===== src/rtl/draw_scheduler_if.sv =====
// Signal bundle between the frame sequencer, the object table, the sprite draw unit and the framebuffer port.
// The master modport is the sequencer side.
interface draw_scheduler_if #(
    parameter int IDX_W = 3
);
    logic             frame_start;
    logic [IDX_W-1:0] obj_idx;
    logic             obj_valid;
    logic [9:0]       obj_x;
    logic [9:0]       obj_y;
    logic [2:0]       obj_sprite;
    logic             plot;
    logic [9:0]       x_pos;
    logic [9:0]       y_pos;
    logic [2:0]       sprite_sel;
    logic [9:0]       spr_x;
    logic [9:0]       spr_y;
    logic             spr_we;
    logic [2:0]       spr_color;
    logic             draw_done;
    logic [9:0]       fb_x;
    logic [9:0]       fb_y;
    logic [2:0]       fb_color;
    logic             fb_we;
    logic             busy;
    logic             frame_done;
    logic             overrun;
    logic             timeout_err;

    modport master (
        input  frame_start, obj_valid, obj_x, obj_y, obj_sprite,
        input  spr_x, spr_y, spr_we, spr_color, draw_done,
        output obj_idx, plot, x_pos, y_pos, sprite_sel,
        output fb_x, fb_y, fb_color, fb_we,
        output busy, frame_done, overrun, timeout_err
    );

    modport slave (
        output frame_start, obj_valid, obj_x, obj_y, obj_sprite,
        output spr_x, spr_y, spr_we, spr_color, draw_done,
        input  obj_idx, plot, x_pos, y_pos, sprite_sel,
        input  fb_x, fb_y, fb_color, fb_we,
        input  busy, frame_done, overrun, timeout_err
    );
endinterface


===== src/rtl/draw_scheduler.sv =====
// Per-frame sequencer: clears the screen, then walks the object table launching one sprite draw
// per valid slot and owning the framebuffer write port for the whole frame.
module draw_scheduler #(
    parameter int         NUM_OBJ     = 8,
    parameter int         SCREEN_W    = 320,
    parameter int         SCREEN_H    = 240,
    parameter logic [2:0] CLEAR_COLOR = 3'b000,
    parameter int         TIMEOUT     = 4095
) (
    input  logic              clk,
    input  logic              reset_n,
    draw_scheduler_if.master  bus
);
    localparam int IDX_W  = $clog2(NUM_OBJ);
    localparam int TCNT_W = $clog2(TIMEOUT + 1);

    typedef enum logic [2:0] {
        S_IDLE, S_CLEAR, S_FETCH, S_WAIT_RD, S_LAUNCH, S_WAIT_DONE, S_NEXT, S_DONE
    } state_t;

    state_t            state_reg, state_next;
    logic [9:0]        cx_reg, cx_next, cy_reg, cy_next;
    logic [IDX_W-1:0]  idx_reg, idx_next;
    logic [TCNT_W-1:0] tcnt_reg, tcnt_next;
    logic [9:0]        x_pos_reg, x_pos_next, y_pos_reg, y_pos_next;
    logic [2:0]        sel_reg, sel_next;
    logic              overrun_reg, overrun_next;
    logic              terr_reg, terr_next;

    always_ff @(posedge clk) begin
        if (!reset_n) begin
            state_reg   <= S_IDLE;
            cx_reg      <= '0;
            cy_reg      <= '0;
            idx_reg     <= '0;
            tcnt_reg    <= '0;
            x_pos_reg   <= '0;
            y_pos_reg   <= '0;
            sel_reg     <= '0;
            overrun_reg <= 1'b0;
            terr_reg    <= 1'b0;
        end else begin
            state_reg   <= state_next;
            cx_reg      <= cx_next;
            cy_reg      <= cy_next;
            idx_reg     <= idx_next;
            tcnt_reg    <= tcnt_next;
            x_pos_reg   <= x_pos_next;
            y_pos_reg   <= y_pos_next;
            sel_reg     <= sel_next;
            overrun_reg <= overrun_next;
            terr_reg    <= terr_next;
        end
    end

    always_comb begin
        state_next   = state_reg;
        cx_next      = cx_reg;
        cy_next      = cy_reg;
        idx_next     = idx_reg;
        tcnt_next    = tcnt_reg;
        x_pos_next   = x_pos_reg;
        y_pos_next   = y_pos_reg;
        sel_next     = sel_reg;
        terr_next    = terr_reg;
        // Any frame_start outside IDLE (including the DONE cycle) is dropped and flagged.
        overrun_next = overrun_reg | (bus.frame_start && (state_reg != S_IDLE));

        case (state_reg)
            S_IDLE: begin
                if (bus.frame_start) begin
                    state_next = S_CLEAR;
                    cx_next    = '0;
                    cy_next    = '0;
                end
            end
            S_CLEAR: begin
                if (cx_reg == 10'(SCREEN_W - 1)) begin
                    cx_next = '0;
                    if (cy_reg == 10'(SCREEN_H - 1)) begin
                        state_next = S_FETCH;
                        idx_next   = '0;
                    end else begin
                        cy_next = cy_reg + 10'd1;
                    end
                end else begin
                    cx_next = cx_reg + 10'd1;
                end
            end
            S_FETCH: state_next = S_WAIT_RD;
            S_WAIT_RD: begin
                if (bus.obj_valid) begin
                    state_next = S_LAUNCH;
                    x_pos_next = bus.obj_x;
                    y_pos_next = bus.obj_y;
                    sel_next   = bus.obj_sprite;
                end else begin
                    state_next = S_NEXT;
                end
            end
            S_LAUNCH: begin
                tcnt_next  = '0;
                state_next = S_WAIT_DONE;
            end
            S_WAIT_DONE: begin
                // tcnt_reg==0 marks the first cycle after launch, where draw_done is stale.
                tcnt_next = tcnt_reg + 1'b1;
                if (bus.draw_done && (tcnt_reg != '0)) begin
                    state_next = S_NEXT;
                end else if (tcnt_reg == TCNT_W'(TIMEOUT - 1)) begin
                    terr_next  = 1'b1;
                    state_next = S_NEXT;
                end
            end
            S_NEXT: begin
                if (idx_reg == IDX_W'(NUM_OBJ - 1)) begin
                    state_next = S_DONE;
                end else begin
                    idx_next   = idx_reg + 1'b1;
                    state_next = S_FETCH;
                end
            end
            S_DONE: begin
                idx_next   = '0;
                state_next = S_IDLE;
            end
            default: state_next = S_IDLE;
        endcase
    end

    assign bus.obj_idx     = idx_reg;
    assign bus.plot        = (state_reg == S_LAUNCH);
    assign bus.x_pos       = x_pos_reg;
    assign bus.y_pos       = y_pos_reg;
    assign bus.sprite_sel  = sel_reg;
    assign bus.busy        = (state_reg != S_IDLE);
    assign bus.frame_done  = (state_reg == S_DONE);
    assign bus.overrun     = overrun_reg;
    assign bus.timeout_err = terr_reg;

    // The draw unit only reaches the framebuffer while a sprite it was asked to draw is live.
    always_comb begin
        bus.fb_we    = 1'b0;
        bus.fb_x     = '0;
        bus.fb_y     = '0;
        bus.fb_color = '0;
        case (state_reg)
            S_CLEAR: begin
                bus.fb_we    = 1'b1;
                bus.fb_x     = cx_reg;
                bus.fb_y     = cy_reg;
                bus.fb_color = CLEAR_COLOR;
            end
            S_LAUNCH, S_WAIT_DONE: begin
                bus.fb_we    = bus.spr_we;
                bus.fb_x     = bus.spr_x;
                bus.fb_y     = bus.spr_y;
                bus.fb_color = bus.spr_color;
            end
            default: ;
        endcase
    end
endmodule


===== src/flat_wrapper.sv =====
// flat-port wrapper written by rule: the top's interface ports become plain ports
module draw_scheduler_flat 
#(
    parameter int         NUM_OBJ     = 8,
    parameter int         SCREEN_W    = 320,
    parameter int         SCREEN_H    = 240,
    parameter logic [2:0] CLEAR_COLOR = 3'b000,
    parameter int         TIMEOUT     = 4095
)
  (clk, reset_n, bus_frame_start, bus_obj_valid, bus_obj_x, bus_obj_y, bus_obj_sprite, bus_spr_x, bus_spr_y, bus_spr_we, bus_spr_color, bus_draw_done, bus_obj_idx, bus_plot, bus_x_pos, bus_y_pos, bus_sprite_sel, bus_fb_x, bus_fb_y, bus_fb_color, bus_fb_we, bus_busy, bus_frame_done, bus_overrun, bus_timeout_err);
  draw_scheduler_if #(.IDX_W((3))) bus_i ();
  input  logic clk;
  input  logic reset_n;
  input wire logic [$bits(bus_i.frame_start)-1:0] bus_frame_start;
  input wire logic [$bits(bus_i.obj_valid)-1:0] bus_obj_valid;
  input wire logic [$bits(bus_i.obj_x)-1:0] bus_obj_x;
  input wire logic [$bits(bus_i.obj_y)-1:0] bus_obj_y;
  input wire logic [$bits(bus_i.obj_sprite)-1:0] bus_obj_sprite;
  input wire logic [$bits(bus_i.spr_x)-1:0] bus_spr_x;
  input wire logic [$bits(bus_i.spr_y)-1:0] bus_spr_y;
  input wire logic [$bits(bus_i.spr_we)-1:0] bus_spr_we;
  input wire logic [$bits(bus_i.spr_color)-1:0] bus_spr_color;
  input wire logic [$bits(bus_i.draw_done)-1:0] bus_draw_done;
  output wire logic [$bits(bus_i.obj_idx)-1:0] bus_obj_idx;
  output wire logic [$bits(bus_i.plot)-1:0] bus_plot;
  output wire logic [$bits(bus_i.x_pos)-1:0] bus_x_pos;
  output wire logic [$bits(bus_i.y_pos)-1:0] bus_y_pos;
  output wire logic [$bits(bus_i.sprite_sel)-1:0] bus_sprite_sel;
  output wire logic [$bits(bus_i.fb_x)-1:0] bus_fb_x;
  output wire logic [$bits(bus_i.fb_y)-1:0] bus_fb_y;
  output wire logic [$bits(bus_i.fb_color)-1:0] bus_fb_color;
  output wire logic [$bits(bus_i.fb_we)-1:0] bus_fb_we;
  output wire logic [$bits(bus_i.busy)-1:0] bus_busy;
  output wire logic [$bits(bus_i.frame_done)-1:0] bus_frame_done;
  output wire logic [$bits(bus_i.overrun)-1:0] bus_overrun;
  output wire logic [$bits(bus_i.timeout_err)-1:0] bus_timeout_err;
  assign bus_i.frame_start = bus_frame_start;
  assign bus_i.obj_valid = bus_obj_valid;
  assign bus_i.obj_x = bus_obj_x;
  assign bus_i.obj_y = bus_obj_y;
  assign bus_i.obj_sprite = bus_obj_sprite;
  assign bus_i.spr_x = bus_spr_x;
  assign bus_i.spr_y = bus_spr_y;
  assign bus_i.spr_we = bus_spr_we;
  assign bus_i.spr_color = bus_spr_color;
  assign bus_i.draw_done = bus_draw_done;
  assign bus_obj_idx = bus_i.obj_idx;
  assign bus_plot = bus_i.plot;
  assign bus_x_pos = bus_i.x_pos;
  assign bus_y_pos = bus_i.y_pos;
  assign bus_sprite_sel = bus_i.sprite_sel;
  assign bus_fb_x = bus_i.fb_x;
  assign bus_fb_y = bus_i.fb_y;
  assign bus_fb_color = bus_i.fb_color;
  assign bus_fb_we = bus_i.fb_we;
  assign bus_busy = bus_i.busy;
  assign bus_frame_done = bus_i.frame_done;
  assign bus_overrun = bus_i.overrun;
  assign bus_timeout_err = bus_i.timeout_err;
  draw_scheduler #(.NUM_OBJ(NUM_OBJ), .SCREEN_W(SCREEN_W), .SCREEN_H(SCREEN_H), .CLEAR_COLOR(CLEAR_COLOR), .TIMEOUT(TIMEOUT)) u_core (.clk(clk), .reset_n(reset_n), .bus(bus_i));
endmodule

===== config.mk =====
export PLATFORM = sky130hd
export DESIGN_NAME = draw_scheduler_flat
export DESIGN_NICKNAME = d
export VERILOG_FILES = /design/src/rtl/draw_scheduler_if.sv /design/src/rtl/draw_scheduler.sv /design/src/flat_wrapper.sv
export SDC_FILE = /design/constraint.sdc
export NUM_CORES = 1
export LEC_CHECK = 0
export ABC_CLOCK_PERIOD_IN_PS = 2300
export CAP_MARGIN = 5
export CORE_MARGIN = 8
export CORE_UTILIZATION = 35
export CTS_CLUSTER_SIZE = 10
export DETAILED_ROUTE_END_ITERATION = 8
export PLACE_DENSITY_LB_ADDON = 0.05
export SLEW_MARGIN = 20
export SYNTH_ARGS = -nofsm -noshare
export SYNTH_HDL_FRONTEND = slang
export SYNTH_SLANG_ARGS = --single-unit

===== constraint.sdc =====
create_clock -name clk -period 2.3 [get_ports clk]
set_input_delay 0.46 -clock clk [delete_from_list [all_inputs] [get_ports clk]]
set_output_delay 0.46 -clock clk [all_outputs]
set_load 0.01 [all_outputs]

Word level (Yosys, flattened, before mapping)
Index checks and enable logic that the tools add are counted.
{"block": "word_totals", "output_inout_bits": 55, "wordCells": 71, "input_bits": 52, "regBits": 63}
{"block": "classes", "n_addsub": 4, "mux": 23, "n_reduce_logical": 15, "bitwise": 2, "n_eq_ne": 17}
{"cell": "$pmux 10 s2", "n": 4}
{"cell": "$mux 10", "n": 4}
{"cell": "$mux 3", "n": 10}
{"cell": "$pmux 12 s2", "n": 1}
{"cell": "$pmux 3 s8", "n": 1}
{"cell": "$add 10x1->10 const B", "n": 2}
{"cell": "$eq 3x3->1 const B", "n": 5}
{"cell": "$add 12x1->12 const B", "n": 1}
{"cell": "$eq 12x12->1 const B", "n": 1}
{"cell": "$reduce_and 4->1", "n": 3}
{"cell": "$reduce_bool 12->1", "n": 1}
{"cell": "$eq 10x8->1 const B", "n": 1}
{"cell": "$eq 10x9->1 const B", "n": 1}
{"cell": "$pmux 3 s3", "n": 1}
{"cell": "$eq 3x2->1 const B", "n": 2}
{"cell": "$ne 2x2->1 const B", "n": 3}
{"cell": "$reduce_bool 3->1", "n": 2}
{"cell": "$ne 2x1->1 const B", "n": 2}
{"cell": "$reduce_and 2->1", "n": 2}
{"cell": "$reduce_bool 2->1", "n": 2}
{"cell": "$add 3x1->3 const B", "n": 1}
{"cell": "$eq 3x1->1 const B", "n": 1}
{"cell": "$logic_not 3->1", "n": 1}
{"cell": "$ne 3x1->1 const B", "n": 1}
{"cell": "other kinds (7)", "n": 8}

Logic depth before layout (Yosys ltp)
{"block": "logic_depth", "depth_word": 4, "depth_mapped": 8, "depth_no_buf": 7}

Least setup slack after synthesis
Ideal clock, no wire load.
{"block": "synth_path", "path_kind": "register to output", "startpoint": "register u_core.state_reg[2]", "endpoint": "output port bus_fb_x[1]", "required_time_ns": 1.840, "path_stages_with_launch": 6, "arrival_time_ns": 1.534, "setup_slack_ns": 0.306, "path_buffers": 3, "cell_sequence": "dfxtp_1 > clkbuf_1 > nor2b_1 > clkbuf_1 > clkbuf_1 > a22o_1"}
{"block": "synth_via", "elab_chain_len": 3, "elab_cells_between_ends": 5, "cone_classes": "eq/ne (3); mux (1); reduce/logical (1)"}
{"item": "start, declared", "line_no": "draw_scheduler.sv:21", "text": "state_t state_reg, state_next;"}
{"item": "start signal, assigned", "line_no": "draw_scheduler.sv:43", "text": "state_reg <= state_next;"}
{"item": "$eq 3x3->1", "line_no": "draw_scheduler.sv:147", "text": "case (state_reg)"}
{"item": "$reduce_or 2->1", "line_no": "draw_scheduler.sv:147"}
{"item": "$pmux 10 s2 (*)", "line_no": "draw_scheduler.sv:147"}
{"item": "end, declared", "line_no": "flat_wrapper.sv:29", "text": "output wire logic [$bits(bus_i.fb_x)-1:0] bus_fb_x;"}
Every way passes the cells marked *; elsewhere a longest branch is shown, timed or not.

Worst setup path in the final report
{"block": "layout_path", "startpoint": "register u_core.state_reg[2]", "endpoint": "output port bus_fb_y[7]"}
{"block": "layout_via", "elab_chain_len": 3, "elab_cells_between_ends": 5, "cone_classes": "eq/ne (3); mux (1); reduce/logical (1)"}
{"item": "$eq 3x3->1", "line_no": "draw_scheduler.sv:147"}
{"item": "$reduce_or 2->1", "line_no": "draw_scheduler.sv:147"}
{"item": "$pmux 10 s2 (*)", "line_no": "draw_scheduler.sv:147"}
{"item": "end, declared", "line_no": "flat_wrapper.sv:30", "text": "output wire logic [$bits(bus_i.fb_y)-1:0] bus_fb_y;"}
Marked as above.

==> flow_summary_export.csv <==
group,metric,value,unit
sta,finalSetupViolations,0,
placement,preCtsSetupSlack,58.03,ps
floorplanning,rows,35,
placement,port_buffers,106,
sta,relSlewSlack,0.5231,
sta,setup_ws,74.19,ps
status,status,"finished clean",
sta,finalCriticalPeriod,2226,ps
synthesis,yosys.area.top_type,"dfxtp_1",
synthesis,synth_cell_types,54,
drt,wire_per_inst,14.96,microns
sta,hold_viol,0,
setup_path,arrival,1770,ps
sta,tns,0,ps
placement,post_dp_cell_area,4589,sq um
drt,ant_nets,0,
setup_path,cp_max_fo,7,
drt,routed_wl,9978,microns
floorplanning,dieArea,12850,sq um
drt,drc,0,
pwr,vdd_drop_max,0.2186,mV
floorplanning,io_pins,107,
clock_tree,clk_pin_slew,70,ps
synthesis,syn_area,3317,sq um
clock_tree,cts_num_sinks,63,
min_path,min_path_type,"flop to flop",
cells_and_area,final_cell_mix,"nand2_1, clkdlybuf4s50_1, dfxtp_1",
flow_run,drv_cap,0,
synthesis,synth_nets,471,
cells_and_area,final_nets,593,
global_routing,grt_use_total,0.1536,
setup_path,crit_start,"u_core.state_reg[2]$_SDFFE_PN0P_",
cells_and_area,diodes,0,
global_routing,grt_overflow,0,
clock_tree,cts_tree,"done",
synthesis,synth_top_area_share,0.3802,
pwr,p_per_area,519.5,nW/um^2
clock_tree,numCtsBuffers,9,
floorplanning,start_util,0.3590,
synthesis,synth_cells,412,
cells_and_area,n_fill_cell,897,
global_routing,antenna_found_initial,0,
synthesis,avgSynthCellArea,8.051,sq um
sta,max_freq,449.3,MHz
sta,clock_skew,9.408,ps
drt,via_per_inst,5.004,
floorplanning,die_y,113.4,microns
pwr,p_total,2.557,mW
drt,first_pass_iters,4,
cells_and_area,areaGrowthSynthToFinish,48.36,%
cells_and_area,final_common_cell,"nand2_1",
setup_path,end_kind,"primary output",
cells_and_area,fin_cells,667,
clock_tree,cts-root-buf,"clkbuf_8",
sta,whs,461.8,ps
global_routing,grt_max_degree,32,
synthesis,synth_seq_area_share,0.3802,
drt,drt_iter0_drc,138,
setup_path,r2r_start,"u_core.cy_reg[1]$_SDFFE_PN0P_",
clock_tree,cts_hold_buffers,0,
global_routing,grt_pass1_vias,3265,
floorplanning,die_w,113.4,microns
setup_path,required,1840,ps
clock_tree,cts_buffer_depth,2,
cells_and_area,post-route-util,0.5326,
placement,dp.cells,639,
synthesis,ys_top_cells_by_area,"dfxtp_1, nand2_1, a21boi_0",
placement,dpl.hpwl,6960,microns
cells_and_area,largest_reg_flops,12,
setup_path,critical_path_class,"flop to primary output",
synthesis,synth-seq-cells,63,
synthesis,ys_async_sr_fraction,0,
synthesis,yosys_warnings,0,
placement,gp_congestion,0.7984,
drt,vias,3338,
synthesis,ys.flop_type,"dfxtp_1",
clock_tree,cts_max_level,3,
sta,worst_pin_slew,710.6,ps
global_routing,grt_pass1_wl,16110,microns
pwr,p_leak,2.027,nW
cells_and_area,drive_gt1_frac,0.1078,
min_path,hold_path.startpoint,"u_core.bus.y_pos[6]$_SDFFE_PN0P_",
floorplanning,design.core.area,9240,sq um
setup_path,cp-start-kind,"flop",
synthesis,synth_edf_count,0,
cells_and_area,final_area,4921,sq um
clock_tree,clk_latency,340,ps
sta,drv_slew,0,
sta,fin_crit_sh,0.9677,
-- layout make-up --
cell class                 count  area, sq um  share of cell area
multi-input combinational    317         1943              0.3949
timing repair buffer         135         1355              0.2754
sequential                    63         1267              0.2576
tap                          129        161.4             0.03280
clock buffer                  11        141.4             0.02873
inverter                       8        30.03            0.006102
clock inverter                 4        22.52            0.004577
-- worst max-delay path, cell delays in order, from the launching register on --
cell and delay (ps):
dfxtp_4 360, nor3b_4 240, buf_4 160, buf_12 110
buf_4 120, a22o_1 150, dlygate4sd2_1 280
-- path summary, 6_finish.rpt --
path | slack [ps] | cells after the start | end
max | 70 | 6 | bus_fb_y[7]
max reg2reg | 170 | 6 | u_core.cy_reg[2]$_SDFFE_PN0P_
min | 460 | 2 | u_core.bus.y_pos[6]$_SDFFE_PN0P_
min reg2reg | 460 | 2 | u_core.bus.y_pos[6]$_SDFFE_PN0P_
-- cell families (layout without fill, tap and decap cells) --
| family | count (synthesis) | after routing | share of synthesized area |
|---|---|---|---|
| AO/OA/AOI/OAI | 105 | 105 | 0.2297 |
| adder cells (fa/ha/maj) | 7 | 7 | 0.02640 |
| buffers and inverters | 32 | 158 | 0.03697 |
| flip-flops | 63 | 63 | 0.3802 |
| multiplexers | 8 | 8 | 0.02414 |
| AND/OR/NAND/NOR | 197 | 197 | 0.3025 |
-- timing repair --
action / 4_1_cts / 5_1_grt
cloned: 1 / 2
pin swaps: 0 / 1
setup buffers: 2 / 8
gates resized for setup: 20 / 10
setup endpoints to repair: 24 / 12
-- synth_stat cells (3+ instances only) --
cell type	instances
nand2_1	89
dfxtp_1	63
a21boi_0	27
clkbuf_1	21
a22o_1	18
nor2_1	17
nand3_1	16
and2_1	14
o21ai_0	14
a21oi_1	13
and3_1	11
nor2b_1	11
inv_1	8
mux2i_1	8
ha_1	7
nor3_1	7
o21a_1	6
a21boi_1	5
a31oi_1	4
nand4_1	4
o211a_1	3
o211ai_1	3
or3_1	3
-- report_power, final --
group	internal, mW	switching, mW
sequential	1.11	0.0185
clock	0.409	0.435
combinational	0.312	0.270
total	1.83	0.723
-- metal layers --
layer,global-route usage,up-vias,part of all wire
met1,0.1929,1532,0.47
met5,0,-,0
li1,-,1699,-
met4,0.04529,0,0.0079
met3,0.08253,8,0.10
met2,0.2202,99,0.42
No activity file was read; power rests on OpenSTA's default activity.
==> edit, RTL diff (config.mk and constraints unchanged) <==
The 8 states of `state_t` get a one-hot encoding in 8 bits.
--- a/src/rtl/draw_scheduler.sv
+++ b/src/rtl/draw_scheduler.sv
@@ -14,8 +14,8 @@
     localparam int IDX_W  = $clog2(NUM_OBJ);
     localparam int TCNT_W = $clog2(TIMEOUT + 1);
 
-    typedef enum logic [2:0] {
-        S_IDLE, S_CLEAR, S_FETCH, S_WAIT_RD, S_LAUNCH, S_WAIT_DONE, S_NEXT, S_DONE
+    typedef enum logic [7:0] {
+        S_IDLE = 8'b00000001, S_CLEAR = 8'b00000010, S_FETCH = 8'b00000100, S_WAIT_RD = 8'b00001000, S_LAUNCH = 8'b00010000, S_WAIT_DONE = 8'b00100000, S_NEXT = 8'b01000000, S_DONE = 8'b10000000
     } state_t;
 
     state_t            state_reg, state_next;
Function: no difference found for any inputs over 10 cycles, from zero or initial values and one cycle with reset_n low; not proved beyond that.
==> edit against the original RTL <==
Synthesized cell count up 7.8%; highest routed layer unchanged; the flow now finishes with violations (negative setup slack); area after synthesis rose by 7.9%; critical path type unchanged; count of clock-buffer cells in the layout fell by 2; largest power group unchanged; total power is 2.4% lower; sequential cell count grew 5; cell area grew 7.4%; routed wire length increased by 15%; non-clock buffer count rose by 15; worst setup slack lost 0.28 ns.
==> edit: results <==
metrics = {
    "status": {
        "violations": "negative setup slack",
        "status": "complete, but fails checks",
    },
    "cells_and_area": {
        "layout-drive-gt1-share_pct": 19.7,
        "n_all_inverters": 6,
        "seq_share_pct": 25.9,
        "bufAreaShareNonClock_pct": 25.6,
        "nClkBuffers": 9,
        "buffers": 150,
        "nNetsFinal": 637,
        "multiInputGateArea_mm2": 0.00219,
    },
    "grt": {
        "grt.met3_usage_pct": 4.87,
        "grt_util_met1_pct": 21.9,
        "use_met2_pct": 26.4,
    },
    "critical_path": {
        "rr_startpoint": "u_core.state_reg[0]",
        "regToRegSetupSlack_ns": 0.02,
        "critPathMaxStageDelay_ns": 0.56,
        "crit_end": "bus_fb_x[4]",
        "crit_fanout": 3,
        "path_delay_family": "simple AND/OR/NAND/NOR gates",
    },
    "synth": {
        "synth_compound_area_share_pct": 21.4,
        "ys_seq_area_share_pct": 38.0,
        "netlist_top_cells_count": "nand2_1, dfxtp_1, nand3_1, a21oi_1, nor2_1",
        "syn_avg_cell_area_um2": 8.06,
        "synthAdderAreaFrac_pct": 2.45,
        "synth-xor-area-share_pct": 1.96,
        "ys_types": 59,
    },
    "power": {
        "max-vdd-ir-drop_uv": 261,
        "p_leak_nw": 2.06,
        "p_int_mw": 1.79,
    },
    "detailed_routing": {
        "num_vias": 3783,
        "wire_per_inst_um": 16.0,
        "wl_met3_um": 904,
        "met2_length_um": 5140,
        "first_iter_violations": 184,
    },
    "placement": {
        "dp_hpwl_um": 8030,
        "placed_cells": 693,
    },
    "cts": {
        "post_cts_buffers": 9,
        "cts_resized": 117,
    },
    "sta": {
        "setup_violations": 22,
        "tns_ns": -3.77,
        "setup_slack_ns": -0.209,
        "skew_ns": 0.00677,
    },
    "hold_path": {
        "hold_end": "u_core.bus.y_pos[4]",
    },
}
-- edit: cell types whose count changed after synthesis, sizes merged, moves of 5 or more --
cell,delta
nand3,+16
nor2,+9
nor2b,-6
nand4,+6
o21ai,+5
and2,-5
xor2,+6
a21boi,-11
a21oi,+13
nand2,-18
nor3,+8
dfxtp,+5
-- edit: cell families (layout without fill, tap and decap cells) --
logic type | after synthesis | in the layout
AND/OR/NAND/NOR | 210 | 210
XOR/XNOR | 8 | 8
AO/OA/AOI/OAI | 112 | 112
multiplexers | 6 | 6
flip-flops | 68 | 68
buffers and inverters | 33 | 172
adder cells (fa/ha/maj) | 7 | 7
-- edit: per-stage QoR --
stage          area, um2  hold WS, ns  worst slack, ns
6_report            5290        0.456           -0.209
5_1_grt             5290        0.475           -0.291
4_1_cts             5270        0.459           -0.339
3_5_place_dp        5000        0.446           -0.288
3_3_place_gp        5000        0.438           -0.269
2_1_floorplan       3590        0.451          0.00674
